### config.mk
export PLATFORM = sky130hd
export DESIGN_NAME = dm_responder
export DESIGN_NICKNAME = d
export VERILOG_FILES = /design/src/rtl/dm_responder.sv
export SDC_FILE = /design/constraint.sdc
export NUM_CORES = 2
export LEC_CHECK = 0
export ABC_AREA = 1
export BUFFER_PORTS_ARGS = -buffer_cell sky130_fd_sc_hd__buf_2
export CORE_ASPECT_RATIO = 1.75
export CORE_UTILIZATION = 40
export CTS_CLUSTER_DIAMETER = 200
export DETAILED_ROUTE_END_ITERATION = 10
export PLACE_DENSITY = 0.59
export SYNTH_ARGS = -nofsm -noshare
export SYNTH_HDL_FRONTEND = slang
export SYNTH_SLANG_ARGS = --single-unit
### constraint.sdc
create_clock -name clk -period 2.3 [get_ports clk]
set_clock_uncertainty 0.2 [all_clocks]
set_input_delay 0.46 -clock clk [delete_from_list [all_inputs] [get_ports clk]]
set_output_delay 0.46 -clock clk [all_outputs]
set_load 0.05 [all_outputs]
### src/rtl/dm_responder.sv
// dm_responder: byte-lane data memory responder with sized, sign/zero-extended loads.
// Optional macro DM_MISALIGN_EN enables word-crossing accesses, which take two beats (IDLE -> SPLIT).
// Without the macro, crossing accesses and odd-offset halves are rejected with an err pulse.
module dm_responder #(
    parameter int DEPTH_WORDS = 128
) (
    input  logic        clk,
    input  logic        rst,
    input  logic        req,
    input  logic        mem_w,
    input  logic [31:0] Addr_in,
    input  logic [31:0] Data_in,
    input  logic [2:0]  DMType,
    output logic        ready,
    output logic        rvalid,
    output logic [31:0] Data_out,
    output logic        err
);
    localparam int AW = $clog2(DEPTH_WORDS);

    typedef enum logic {IDLE, SPLIT} state_t;

    state_t        r_state;
    logic          r_ready, r_rvalid, r_err, r_mw;
    logic [31:0]   r_dout, r_lo, r_hi_data;
    logic [3:0]    r_hi_be;
    logic [AW-1:0] r_hi_idx;
    logic [1:0]    r_off;
    logic [2:0]    r_type;
    logic [31:0]   r_mem [DEPTH_WORDS];

    logic [AW-1:0] w_idx, w_widx;
    logic [1:0]    w_off;
    logic          w_word, w_half, w_badtype, w_cross, w_split, w_bad, w_acc, w_we;
    logic [3:0]    w_mask, w_wbe;
    logic [7:0]    w_be8;
    logic [63:0]   w_wd64;
    logic [31:0]   w_rd, w_single, w_merge, w_wdata;
    logic          w_unused;

    function automatic logic [31:0] f_ext(input logic [31:0] v, input logic [2:0] t);
        return t == 3'b001 ? {{16{v[15]}}, v[15:0]} :
               t == 3'b010 ? {16'h0, v[15:0]} :
               t == 3'b011 ? {{24{v[7]}}, v[7:0]} :
               t == 3'b100 ? {24'h0, v[7:0]} : v;
    endfunction

    assign w_unused  = &{1'b0, Addr_in[31:AW+2]};
    assign w_idx     = Addr_in[AW+1:2];
    assign w_off     = Addr_in[1:0];
    assign w_word    = DMType == 3'b000;
    assign w_half    = DMType == 3'b001 || DMType == 3'b010;
    assign w_badtype = DMType > 3'b100;
    assign w_mask    = w_word ? 4'hF : w_half ? 4'h3 : 4'h1;
    // Lane enables and data spread across a two-word window; the upper half is the next word
    assign w_be8     = {4'h0, w_mask} << w_off;
    assign w_wd64    = {32'h0, Data_in} << {w_off, 3'b000};
    assign w_cross   = (w_word && w_off != 2'd0) || (w_half && w_off == 2'd3);
`ifdef DM_MISALIGN_EN
    assign w_split   = w_cross;
    assign w_bad     = w_badtype;
`else
    assign w_split   = 1'b0;
    assign w_bad     = w_badtype || w_cross || (w_half && w_off[0]);
`endif
    assign w_acc     = rst && req && r_ready;
    assign w_rd      = r_mem[w_idx];
    assign w_single  = w_rd >> {w_off, 3'b000};
    assign w_merge   = 32'({r_mem[r_hi_idx], r_lo} >> {r_off, 3'b000});
    // One write port: the accept beat in IDLE, the high-word beat in SPLIT
    assign w_we      = (r_state == SPLIT) ? r_mw : (w_acc && mem_w && !w_bad);
    assign w_widx    = (r_state == SPLIT) ? r_hi_idx : w_idx;
    assign w_wbe     = (r_state == SPLIT) ? r_hi_be : w_be8[3:0];
    assign w_wdata   = (r_state == SPLIT) ? r_hi_data : w_wd64[31:0];

    assign ready    = r_ready;
    assign rvalid   = r_rvalid;
    assign err      = r_err;
    assign Data_out = r_dout;

    // Byte-lane memory write; contents are deliberately not cleared by reset
    always_ff @(posedge clk) begin
        if (w_we)
            for (int b = 0; b < 4; b++)
                if (w_wbe[b]) r_mem[w_widx][8*b +: 8] <= w_wdata[8*b +: 8];
    end

    // Access FSM: accept, reject, single-beat completion, or split into a second beat
    always_ff @(posedge clk or negedge rst) begin
        if (!rst) begin
            r_state   <= IDLE;
            r_ready   <= 1'b1;
            r_rvalid  <= 1'b0;
            r_err     <= 1'b0;
            r_dout    <= 32'h0;
            r_mw      <= 1'b0;
            r_lo      <= 32'h0;
            r_hi_data <= 32'h0;
            r_hi_be   <= 4'h0;
            r_hi_idx  <= '0;
            r_off     <= 2'd0;
            r_type    <= 3'd0;
        end else begin
            r_rvalid <= 1'b0;
            r_err    <= 1'b0;
            if (r_state == SPLIT) begin
                r_state <= IDLE;
                r_ready <= 1'b1;
                if (!r_mw) begin
                    r_rvalid <= 1'b1;
                    r_dout   <= f_ext(w_merge, r_type);
                end
            end else if (w_acc) begin
                if (w_bad) begin
                    r_err <= 1'b1;
                end else if (w_split) begin
                    r_state   <= SPLIT;
                    r_ready   <= 1'b0;
                    r_mw      <= mem_w;
                    r_lo      <= w_rd;
                    r_hi_data <= w_wd64[63:32];
                    r_hi_be   <= w_be8[7:4];
                    r_hi_idx  <= w_idx + 1'b1;
                    r_off     <= w_off;
                    r_type    <= DMType;
                end else if (!mem_w) begin
                    r_rvalid <= 1'b1;
                    r_dout   <= f_ext(w_single, DMType);
                end
            end
        end
    end
endmodule

# Yosys cells after proc, flatten, opt, wreduce, memory -nomap -nowiden
# Memory sizes are Yosys's and may differ from the RTL's.
# Index checks and enable logic that the tools add are counted.
[word_totals]
n_memories = 1
mem_bits_rw = 4096
output_inout_bits = 35
ff_bits = 34
[op_classes]
mux = 26
shifts = 3
n_reduce_logical = 14
n_bitwise = 2
order_cmp = 1
eq_ne = 5
[mem_list]
columns = ["name", "depth", "width", "read_ports", "rd_clocked_by_memory_dff", "wr", "line_no", "text"]
rows = [
  ["r_mem", 128, 32, 1, 0, 1, "30", "logic [31:0] r_mem [DEPTH_WORDS];"],
]
[op_table]
columns = ["cell", "count"]
rows = [
  ["two-way mux 32 bit", 7],
  ["<< shifter 32 x 5 -> 32 bit", 1],
  [">> shifter 32 x 5 -> 32 bit", 1],
  ["two-way mux 1 bit", 17],
  ["== test 3 x 2 -> 1 bit (second input constant)", 2],
  ["logical AND 1 bit", 6],
  ["logical OR 1 bit", 4],
  ["two-way mux 4 bit", 1],
  ["<< shifter 4 x 2 -> 4 bit", 1],
  ["== test 3 x 1 -> 1 bit (second input constant)", 1],
  ["== test 3 bit (second input constant)", 1],
  ["> comparator 3 bit (second input constant)", 1],
  ["logical NOT 3 bit", 1],
  ["AND reduction 3 bit", 1],
  ["== test 2 bit (second input constant)", 1],
  ["two-way mux 2 bit", 1],
  ["inverter 1 bit", 2],
  ["nonzero test 2 bit", 1],
  ["logical NOT 1 bit", 1],
]

# Logic depth before layout (Yosys ltp)
[depth]
word_depth = 10
ltp_mapped = 23
mapped_depth_nobuf = 19

# Worst setup path before layout
# No wires, ideal clock.
[synth_path]
kind = "in2reg"
from = "in Addr_in[0]"
to = "mem r_mem[0][30], data pin"
setup_time_ns = 1.197
arrival_time_ns = 6.059
path_slack_ns = -5.156
cell_stages = 4
cell_sequence = "buf_2 clkbuf_1 o21ai_0 o21ai_0"
[synth_between]
elab_chain_cells = 1
[synth_rtl]
columns = ["item", "line_no", "text"]
rows = [
  ["start: declaration", "11", "input logic [31:0] Addr_in,"],
  ["<< shifter 32 x 5 -> 32 bit", "57", "assign w_wd64 = {32'h0, Data_in} << {w_off, 3'b000};"],
  ["named net w_wd64[30]", "37", "logic [63:0] w_wd64;"],
  ["end: declaration", "30", ""],
]
# The timed path passes the listed nets, and every way through them passes these cells.

# Worst setup path after layout
[layout_path]
from = "mem r_mem[83][23]"
to = "reg r_dout[27], in the netlist Data_out[27]"
[layout_between]
elab_chain_cells = 8
[layout_rtl]
columns = ["item", "line_no", "text"]
rows = [
  ["memory (128 x 32 bit) *", "n/a", ""],
  [">> shifter 32 x 5 -> 32 bit *", "68", "assign w_single = w_rd >> {w_off, 3'b000};"],
  ["two-way mux 32 bit", "44", "t == 3'b011 ? {{24{v[7]}}, v[7:0]} :"],
  ["two-way mux 32 bit", "43", "t == 3'b010 ? {16'h0, v[15:0]} :"],
  ["two-way mux 32 bit *", "42", "return t == 3'b001 ? {{16{v[15]}}, v[15:0]} :"],
  ["two-way mux 32 bit *", "126", "end else if (!mem_w) begin"],
  ["two-way mux 32 bit *", "114", "if (w_bad) begin"],
  ["two-way mux 32 bit *", "113", "end else if (w_acc) begin"],
  ["end signal: assignment", "111", "r_dout <= f_ext(w_merge, r_type);"],
  ["end signal: assignment", "128", "r_dout <= f_ext(w_single, DMType);"],
  ["end: declaration", "25", "logic [31:0] r_dout, r_lo, r_hi_data;"],
]
# Every way passes the cells marked *; elsewhere a longest branch is shown, timed or not. The select of a mux whose other input is x is not followed.
# A chain may end at the register's enable or synchronous reset.

==> metrics.md <==
| Metric | Value |
|---|---|
| Critical Path, Cell by Cell | `or2_2 -> nand2_1 -> nand2_1 -> nor2_4 -> nor2_1 -> nor2_1 -> buf_4 -> nand2_2 -> nand2_4 -> nand2_8 -> o21ai_4 -> nand3_4 -> a21oi_4 -> buf_6 -> buf_12 -> a2bb2oi_2` |
| First-pass GRT wire length | `833 mm` |
| DIE AREA | `419000 um^2` |
| Crit path required time | `2.89 ns` |
| Worst Max-Slew Pin Slew | `0.976 ns` |
| Gr ovfl total | `0` |
| Max-slew violation count | `0` |
| CP startpoint | `r_mem[83][23]` |
| Dpl hpwl | `421 mm` |
| Via count | `117000` |
| CTS tree | `done` |
| Kind of cell adding the most delay to the critical path | `simple AND/OR/NAND/NOR gates` |
| Status | `finished with violations` |
| DR WL/cell | `27.8 um` |
| Layout cells sized above 1 | `0.235` |
| FILL cells | `35000` |
| Final setup viols | `140` |
| Synth-to-layout area growth | `28.4%` |
| Buffers added on ports | `81` |
| Reg-to-Reg End | `Data_out[27]` |
| Number of I/O pins | `106` |
| Crit path max fanout | `8` |
| Crit end category | `flip-flop` |
| DRC viols | `0` |
| Worst R2R Path Depth | `16` |
| Max stage delay on crit path | `0.36 ns` |
| Leakage power | `0.0761 uW` |
| Clock Sink Count | `4130` |
| Net Count, Synth | `14200` |
| Max-cap violations | `0` |
| Yosys cell types | `47` |
| Worst r2r src | `r_mem[83][23]` |
| Crit. path cell count | `16` |
| Vias per cell | `5.41` |
| Relative slew slack | `0.347` |
| Starting density of the core | `0.401` |
| Skew-Pair Late Insertion Delay | `0.96 ns` |
| Core ar. | `415000 um^2` |
| Seq/Total Area, Yosys | `0.744` |
| Post-synth ARST share | `0.00823` |
| Final Hold Fails | `0` |
| Crit start category | `flip-flop` |
| HP Class | `in -> reg` |
| R2R setup slack | `-0.43 ns` |
| Upper clock frequency limit | `366 MHz` |
| Pre-antenna DRT Iters | `6` |
| Total CTS buffers | `355` |
| DR iter-0 viols | `12200` |
| Most frequent cells in the layout | `nand2_1 (5203), edfxtp_1 (4096), buf_4 (1236)` |
| Deepest clock path buffer count | `4` |
| EDFF count, synth | `4096` |
| Vias in the first global route | `114000` |
| Cells after Synth | `14100` |
| Hold Path Depth | `5` |
| CP max stage cell | `edfxtp_1` |
| Clk root buf | `clkbuf_16` |
| Initial antenna violation count | `16` |
| Arrival time at the worst endpoint | `3.33 ns` |
| CP endpoint | `Data_out[27]` |
| H-Tree Depth | `5` |
| Top_reg_cell synth | `edfxtp_1` |
| RSZ-0062 raised after global routing | `yes` |
| Critical path class | `reg -> reg` |
| Worst setup margin | `-0.433 ns` |
| Hold WS | `0.0117 ns` |
| Buffers plus inverters on the worst setup path | `3` |
| Final nets | `15900` |
| Synth Warn # | `0` |
| Drt total wl | `602 mm` |
| GPL Wtd Cong | `0.992` |
| Chip Height | `855 um` |
| Total chip power | `162000 uW` |
| Mean Syn Cell Area | `11.8 um^2` |
| Yosys reg bits | `4130` |
| All-Layer GR Usage | `0.282` |
| Fin crit period | `2.73 ns` |
| Max VDD drop | `591 uV` |
| Post-route ant nets | `0` |
| Crit share post-route | `1.19` |
| Die width | `490 um` |
| Pwr dens | `756 nW/um^2` |
| Leading cell type in the layout, fill and taps excluded | `nand2_1` |
| Largest net degree at the start of global routing | `80` |
| Synthesized area | `166000 um^2` |
| DP Worst Slack | `-2.00 ns` |
| # rows | `313` |
| Worst-path clk slew | `0.07 ns` |
| Violated checks | `negative setup slack` |
## what timing repair did
| item | in CTS | in global routing |
|---|---|---|
| endpoints found under the hold margin | 163 | 8 |
| hold buffers | 36 | 2 |
| resized for setup | 527 | 298 |
| buffers inserted | 40 | 19 |
| setup endpoints to repair | 264 | 3466 |
| pin swaps | 103 | 129 |
| gates cloned | 13 | 9 |
## routing by layer
layer,vias to the layer above,share of wire,track usage
met4,6,0.094,0.226
met2,5248,0.50,0.486
met3,1376,0.064,0.0350
met5,-,0.000057,0
li1,52100,-,-
met1,58500,0.34,0.313
## layout make-up
| type | count | area (um^2) | area share |
|---|---|---|---|
| Sequential cell | 4130 | 124000 | 0.579 |
| Multi-Input combinational cell | 8735 | 42800 | 0.200 |
| Timing Repair Buffer | 2171 | 26400 | 0.124 |
| Clock buffer | 421 | 9390 | 0.0439 |
| Tap cell | 5512 | 6900 | 0.0323 |
| Clock inverter | 220 | 2480 | 0.0116 |
| Inverter | 468 | 1830 | 0.00858 |
| Timing Repair inverter | 3 | 41.3 | 0.000193 |
| Antenna cell | 11 | 27.5 | 0.000129 |
## through the flow
step | instance area (um^2) | utilization | TNS (ns) | cells
after global placement | 198000 | 0.477 | -4301.25 | 20900
after global routing | 214000 | 0.515 | -16.82 | 21700
after CTS | 212000 | 0.512 | -33.12 | 21600
after floorplan | 170000 | - | -3303.40 | 14100
final | 214000 | 0.516 | -16.69 | 21700
after detailed placement | 198000 | 0.477 | -4330.07 | 20900
## cells in the mapped netlist (all sizes together) (10+ instances only)
cell type / number / area share
nand2: 5442 / 0.12
o21ai: 424 / 0.013
nand3b: 18 / 0.00081
clkbuf: 255 / 0.0058
a21boi: 10 / 0.00045
edfxtp: 4096 / 0.74
or2: 91 / 0.0034
a22oi: 199 / 0.0090
o2111ai: 12 / 0.00063
buf: 519 / 0.016
nor2: 1130 / 0.026
nand4: 190 / 0.0071
a21oi: 663 / 0.020
nand3: 354 / 0.011
inv: 465 / 0.011
a22o: 36 / 0.0019
o211ai: 22 / 0.00099
dfrtp: 34 / 0.0051
a221oi: 99 / 0.0052
## tightest hold or removal path, stage by stage
cell       delay (ns)
buf_2            0.15
buf_6            0.23
nand2_1          0.11
o2111ai_1        0.10
nand2_1          0.07
## where the power goes
group	switching [uW]	internal [uW]
Sequential	609	83300
Combinational	9950	4890
Clock	28000	34900
## logic make-up after synthesis
kind of cell	Yosys count	synth area share
compound gates	1492	0.0522
buf+inv	1242	0.0327
flops	4130	0.744
other cells	1	0.0000225
simple gates	7241	0.171
## sequential cells by signal (all words and copies together), names as in the netlist
signal and cells:
r_mem 4096, Data_out 32, err 1, rvalid 1
## worst min path at each step
stage / startpoint / endpoint / slack, ns
final: Addr_in[1] / Data_out[3] / 0.01
after global routing: Addr_in[1] / Data_out[3] / 0.009
after CTS: Data_in[17] / r_mem[34][17] / 0.001
after detailed placement: Data_out[14] / Data_out[14] / 0.28
after global placement: Data_out[14] / Data_out[14] / 0.30
after floorplan: rst / Data_out[0] / -0.04
No activity file was read; power rests on OpenSTA's default activity.
